==> config.mk <==
export PLATFORM = sky130hd
export DESIGN_NAME = decodificador_param_flat
export DESIGN_NICKNAME = d
export VERILOG_FILES = /design/src/rtl/decodificador_param_if.sv /design/src/rtl/decodificador_param.sv /design/src/flat_wrapper.sv
export SDC_FILE = /design/constraint.sdc
export NUM_CORES = 1
export LEC_CHECK = 0
export CAP_MARGIN = 0
export CORE_MARGIN = 2
export CORE_UTILIZATION = 40
export DETAILED_ROUTE_END_ITERATION = 10
export HOLD_SLACK_MARGIN = 0.03
export PLACE_DENSITY = 0.75
export SKIP_LAST_GASP = 1
export SLEW_MARGIN = 20
export SYNTH_ARGS = -nofsm -noshare
export SYNTH_HDL_FRONTEND = slang
export SYNTH_SLANG_ARGS = --single-unit
==> constraint.sdc <==
create_clock -name reloj -period 1.8 [get_ports reloj]
set_input_delay 0.54 -clock reloj [delete_from_list [all_inputs] [get_ports reloj]]
set_output_delay 0.54 -clock reloj [all_outputs]
set_load 0.1 [all_outputs]
==> src/rtl/decodificador_param_if.sv <==
// Handshake/bus bundle for decodificador_param: control requests in, registered decode out.
// Latency: none of its own; it is only a set of wires.
// Backpressure: none; the bundle carries no ready path.
// Ports: habilitar/cargar/barrido/parar/entrada come from the master side.
//        salida/indice/valido/vuelta come from the slave (decoder) side.
interface decodificador_param_if #(
  parameter int ANCHO = 3
);
  logic                    habilitar;
  logic                    cargar;
  logic                    barrido;
  logic                    parar;
  logic [ANCHO-1:0]        entrada;
  logic [(1<<ANCHO)-1:0]   salida;
  logic [ANCHO-1:0]        indice;
  logic                    valido;
  logic                    vuelta;

  modport master (
    output habilitar, cargar, barrido, parar, entrada,
    input  salida, indice, valido, vuelta
  );

  modport slave (
    input  habilitar, cargar, barrido, parar, entrada,
    output salida, indice, valido, vuelta
  );
endinterface

==> src/rtl/decodificador_param.sv <==
// Registered one-hot decoder with a static mode and a free-running sweep mode.
// Latency: 1 cycle from cargar to the decoded salida; every output is a flop.
// Backpressure: none; habilitar=0 freezes all state (vuelta reads 0 while frozen).
// Ports: reloj (rising-edge clock), reset (synchronous, active high),
//        bus.slave: habilitar, cargar, barrido, parar, entrada in;
//                   salida (2**ANCHO one-hot), indice, valido, vuelta out.
module decodificador_param #(
  parameter int ANCHO    = 3,
  parameter int INVERTIR = 1
) (
  input  logic                 reloj,
  input  logic                 reset,
  decodificador_param_if.slave bus
);

  localparam int N = 1 << ANCHO;

  typedef enum logic [1:0] {
    REPOSO = 2'd0,
    FIJO   = 2'd1,
    BARRE  = 2'd2
  } estado_t;

  estado_t          estado;
  logic [ANCHO-1:0] indice;
  logic [ANCHO-1:0] siguiente;
  logic [N-1:0]     salida;
  logic             valido;
  logic             vuelta;

  assign siguiente = indice + 1'b1;

  // Legacy mapping puts the hot bit at N-1-i, which for an ANCHO-bit
  // index is simply the bitwise complement of i.
  function automatic logic [N-1:0] decodifica(input logic [ANCHO-1:0] i);
    logic [N-1:0]     r;
    logic [ANCHO-1:0] p;
    p    = (INVERTIR != 0) ? ~i : i;
    r    = '0;
    r[p] = 1'b1;
    return r;
  endfunction

  always_ff @(posedge reloj) begin
    if (reset) begin
      estado <= REPOSO;
      indice <= '0;
      salida <= '0;
      valido <= 1'b0;
      vuelta <= 1'b0;
    end else if (!bus.habilitar) begin
      // Frozen: everything holds except the wrap pulse, which must not
      // stretch across stalled cycles.
      vuelta <= 1'b0;
    end else begin
      vuelta <= 1'b0;
      if (bus.parar) begin
        // Indice is deliberately kept so the last position stays visible.
        estado <= REPOSO;
        salida <= '0;
        valido <= 1'b0;
      end else if (bus.cargar) begin
        // A reload never counts as a wrap, even when entrada is 0.
        indice <= bus.entrada;
        estado <= bus.barrido ? BARRE : FIJO;
        salida <= decodifica(bus.entrada);
        valido <= 1'b1;
      end else if (estado == BARRE) begin
        indice <= siguiente;
        salida <= decodifica(siguiente);
        vuelta <= (indice == {ANCHO{1'b1}});
      end
    end
  end

  assign bus.salida = salida;
  assign bus.indice = indice;
  assign bus.valido = valido;
  assign bus.vuelta = vuelta;

endmodule

==> src/flat_wrapper.sv <==
// flat-port wrapper written by rule: the top's interface ports become plain ports
module decodificador_param_flat 
#(
  parameter int ANCHO    = 3,
  parameter int INVERTIR = 1
)
  (reloj, reset, bus_habilitar, bus_cargar, bus_barrido, bus_parar, bus_entrada, bus_salida, bus_indice, bus_valido, bus_vuelta);
  decodificador_param_if #(.ANCHO(ANCHO)) bus_i ();
  input  logic reloj;
  input  logic reset;
  input wire logic [$bits(bus_i.habilitar)-1:0] bus_habilitar;
  input wire logic [$bits(bus_i.cargar)-1:0] bus_cargar;
  input wire logic [$bits(bus_i.barrido)-1:0] bus_barrido;
  input wire logic [$bits(bus_i.parar)-1:0] bus_parar;
  input wire logic [$bits(bus_i.entrada)-1:0] bus_entrada;
  output wire logic [$bits(bus_i.salida)-1:0] bus_salida;
  output wire logic [$bits(bus_i.indice)-1:0] bus_indice;
  output wire logic [$bits(bus_i.valido)-1:0] bus_valido;
  output wire logic [$bits(bus_i.vuelta)-1:0] bus_vuelta;
  assign bus_i.habilitar = bus_habilitar;
  assign bus_i.cargar = bus_cargar;
  assign bus_i.barrido = bus_barrido;
  assign bus_i.parar = bus_parar;
  assign bus_i.entrada = bus_entrada;
  assign bus_salida = bus_i.salida;
  assign bus_indice = bus_i.indice;
  assign bus_valido = bus_i.valido;
  assign bus_vuelta = bus_i.vuelta;
  decodificador_param #(.ANCHO(ANCHO), .INVERTIR(INVERTIR)) u_core (.reloj(reloj), .reset(reset), .bus(bus_i));
endmodule
==> results.yml <==
run_status:
  status: "finished, final reports clean"
global_route:
  overflow: 0
  grt_pass1_wl_um: 3249
  grt_pass1_vias: 773
  grt.total_usage_pct: 17.46
  antenna_found_initial: 0
  grt_max_degree: 16
critical_path:
  start_kind: "flop"
  crit_path_max_fanout: 7
  cp-end-kind: "flop"
  crit_type: "reg2reg"
  arrival_ns: 1.82
  critical_path_required_ns: 1.98
routing:
  totalWireLength_um: 2001
  wl_per_cell_um: 13.52
  drt_pass1_iterations: 4
  ant_nets: 0
  drt-initial-drc-count: 9
  vias: 831
  viasPerCell: 5.615
  drc: 0
clock_network:
  root_buffer: "clkbuf_4"
  cts_resized: 0
  clockBufferDepth: 2
  clk_pin_slew_ns: 0.09
  postCtsSetupBuffers: 0
  clkLatencyLatePin_ns: 0.29
  cts_htree_levels: 1
  cts_tree: "done"
  clkSinkCount: 15
  cts_buffers: 3
  postCtsHoldBufs: 0
floorplanning:
  core_area_um2: 1922
  std_cell_rows: 16
  initial_core_util_pct: 41.67
  io_pins: 22
  die_area_um2: 2376
  die_w_um: 48.74
  fp.dieH_um: 48.74
hold_path:
  min_path_type: "reg2reg"
synthesis:
  yosys-mux-area-fraction_pct: 2.812
  synth_xor_area_share_pct: 0
  synth_area_um2: 800.8
  synth_compound_area_share_pct: 28.91
  syn_avg_cell_area_um2: 8.897
  synth-simple-area-share_pct: 17.66
  ys_types: 27
  synth_top_area_share_pct: 37.50
  synth_area_leaders: "dfxtp_1 38%, o32ai_1 8.8%, inv_1 7.5%, a211oi_1 5.6%, a32oi_1 4.4%"
  ys_seq_area_share_pct: 37.50
  ys_seq_elements: 15
  synthCells: 90
  synth-adder-area-share_pct: 3.125
  syn-num-nets: 101
  synth_top_family_by_area: "compound AO/OA/AOI/OAI gates"
  synth_top_cell_by_area: "dfxtp_1"
  yosysWarnings: 0
power_and_ir_drop:
  leakagePower_uw: 0.0004706
  peakVddDrop_v: 0.0005136
  power_uw: 753.6
  power_density_nw_per_um2: 599.3
final_layout:
  finalNetCount: 133
  multi_input_area_um2: 420.4
  post-route-util_pct: 65.43
  seq_area_um2: 309.0
  area_delta_synth_final_pct: 57.03
  drive_gt1_share_pct: 24.79
  fillers: 163
  diodes: 0
sta:
  fin_crit_sh_pct: 90.98
  final_hold_viol_count: 0
  timing.final.ws_setup_ns: 0.1624
  finalSetupViolCount: 0
  rsz0062_at_grt: "no"
  skew_ns: 0.004231
  worst_pin_slew_ns: 0.3148
  post-route-min-period_ns: 1.638
  relSlewSlack_pct: 78.73
  fmaxAchievable_mhz: 610.7
  slew_viol_final: 0
placement:
  io_buffers: 21
  dp_hpwl_um: 1567
  place_ws_ns: -0.1201
  place.gp.congestion: 0.8332
run:
  maxCapViolCount: 0
==> cell type report <==
cell class / instances / share of cell area [%]
clock buffer: 4 / 2.090
inverter: 16 / 4.776
multi-input combinational: 56 / 33.43
sequential: 15 / 24.58
tap: 27 / 2.687
timing repair buffer: 30 / 32.44
==> stage by stage <==
step	setup TNS, ns	hold WS, ns	area (µm²)	cells
floorplan	0	0.4820	809.5	90
global placement	-0.3454	0.4784	1231	144
detailed placement	-0.9214	0.5040	1231	144
CTS	0	0.5181	1257	148
global route	0	0.5320	1257	148
finish	0	0.5114	1257	148
==> kinds of logic after synthesis <==
family / Yosys count
DFF: 15
AOI/OAI and AO/OA: 31
adders and majority gates: 2
buffers and inverters: 19
and+or+nand+nor: 21
muxes: 2
==> layout by cell type, fill, tap and decap left out <==
| cell type | n |
|---|---|
| mux2_2 | 2 |
| and4_1 | 1 |
| ha_1 | 2 |
| buf_12 | 13 |
| o221a_1 | 1 |
| a211oi_1 | 6 |
| inv_1 | 16 |
| nand2b_1 | 2 |
| dfxtp_1 | 12 |
| a32oi_1 | 4 |
| nor4bb_1 | 3 |
| o21ai_1 | 2 |
| buf_4 | 9 |
| and3_1 | 1 |
| a21oi_1 | 2 |
| nor3b_1 | 1 |
| nor3_1 | 2 |
| o31a_1 | 1 |
| o32ai_1 | 8 |
| and4b_1 | 2 |
| clkbuf_1 | 1 |
| a31oi_1 | 5 |
| clkdlybuf4s50_1 | 8 |
| and3b_1 | 1 |
| nand2_1 | 2 |
| nor2b_1 | 3 |
| dfxtp_2 | 1 |
| clkbuf_4 | 3 |
| nor2_1 | 3 |
| dfxtp_4 | 2 |
| o21ai_0 | 2 |
==> state kept, by name (all words and copies together) (netlist names) <==
signal	count
u_core.bus.vuelta	1
u_core.bus.salida	8
u_core.bus.indice	3
u_core.estado	2
u_core.bus.valido	1
==> Yosys cell counts, drive strengths merged <==
master	number
nor2b	3
nand2	2
a211oi	6
ha	2
dfxtp	15
nand2b	2
and4b	2
a32oi	4
and3	1
o31a	1
nor2	3
o32ai	8
a31oi	5
and3b	1
a21oi	2
buf	2
clkbuf	1
o21ai	4
mux2	2
nor4bb	3
inv	16
nor3	2
nor3b	1
and4	1
o221a	1
==> path summary, 6_finish.rpt <==
| kind | from | endpoint | slack [ns] | depth (start not counted) |
|---|---|---|---|---|
| min | u_core.bus.indice[2] | u_core.bus.indice[2] | 0.51 | 2 |
| min reg2reg | u_core.bus.indice[2] | u_core.bus.indice[2] | 0.51 | 2 |
| max reg2reg | u_core.bus.indice[0] | u_core.bus.indice[2] | 0.16 | 5 |
| max | u_core.bus.indice[0] | u_core.bus.indice[2] | 0.16 | 5 |
==> power by group <==
part / total (µW) / switching (µW) / internal [µW] / leakage [µW]
Combinational: 209 / 122 / 87.1 / 0.000332
Clock: 194 / 107 / 86.3 / 0.0000150
Sequential: 351 / 11.4 / 340 / 0.000123
==> per-layer routing <==
layer  global-route usage [%]  wire [µm]
met3                    4.630        110
met2                    29.22       1008
met4                    8.571         61
met5                        0          0
met1                    20.58        821
==> critical path, cell delays in order, from the launching register on <==
cell	delay [ns]
dfxtp_4	0.38
ha_1	0.20
ha_1	0.36
mux2_2	0.30
a211oi_1	0.21
a211oi_1	0.08
Note: power is estimated with default switching activity, not from simulation.
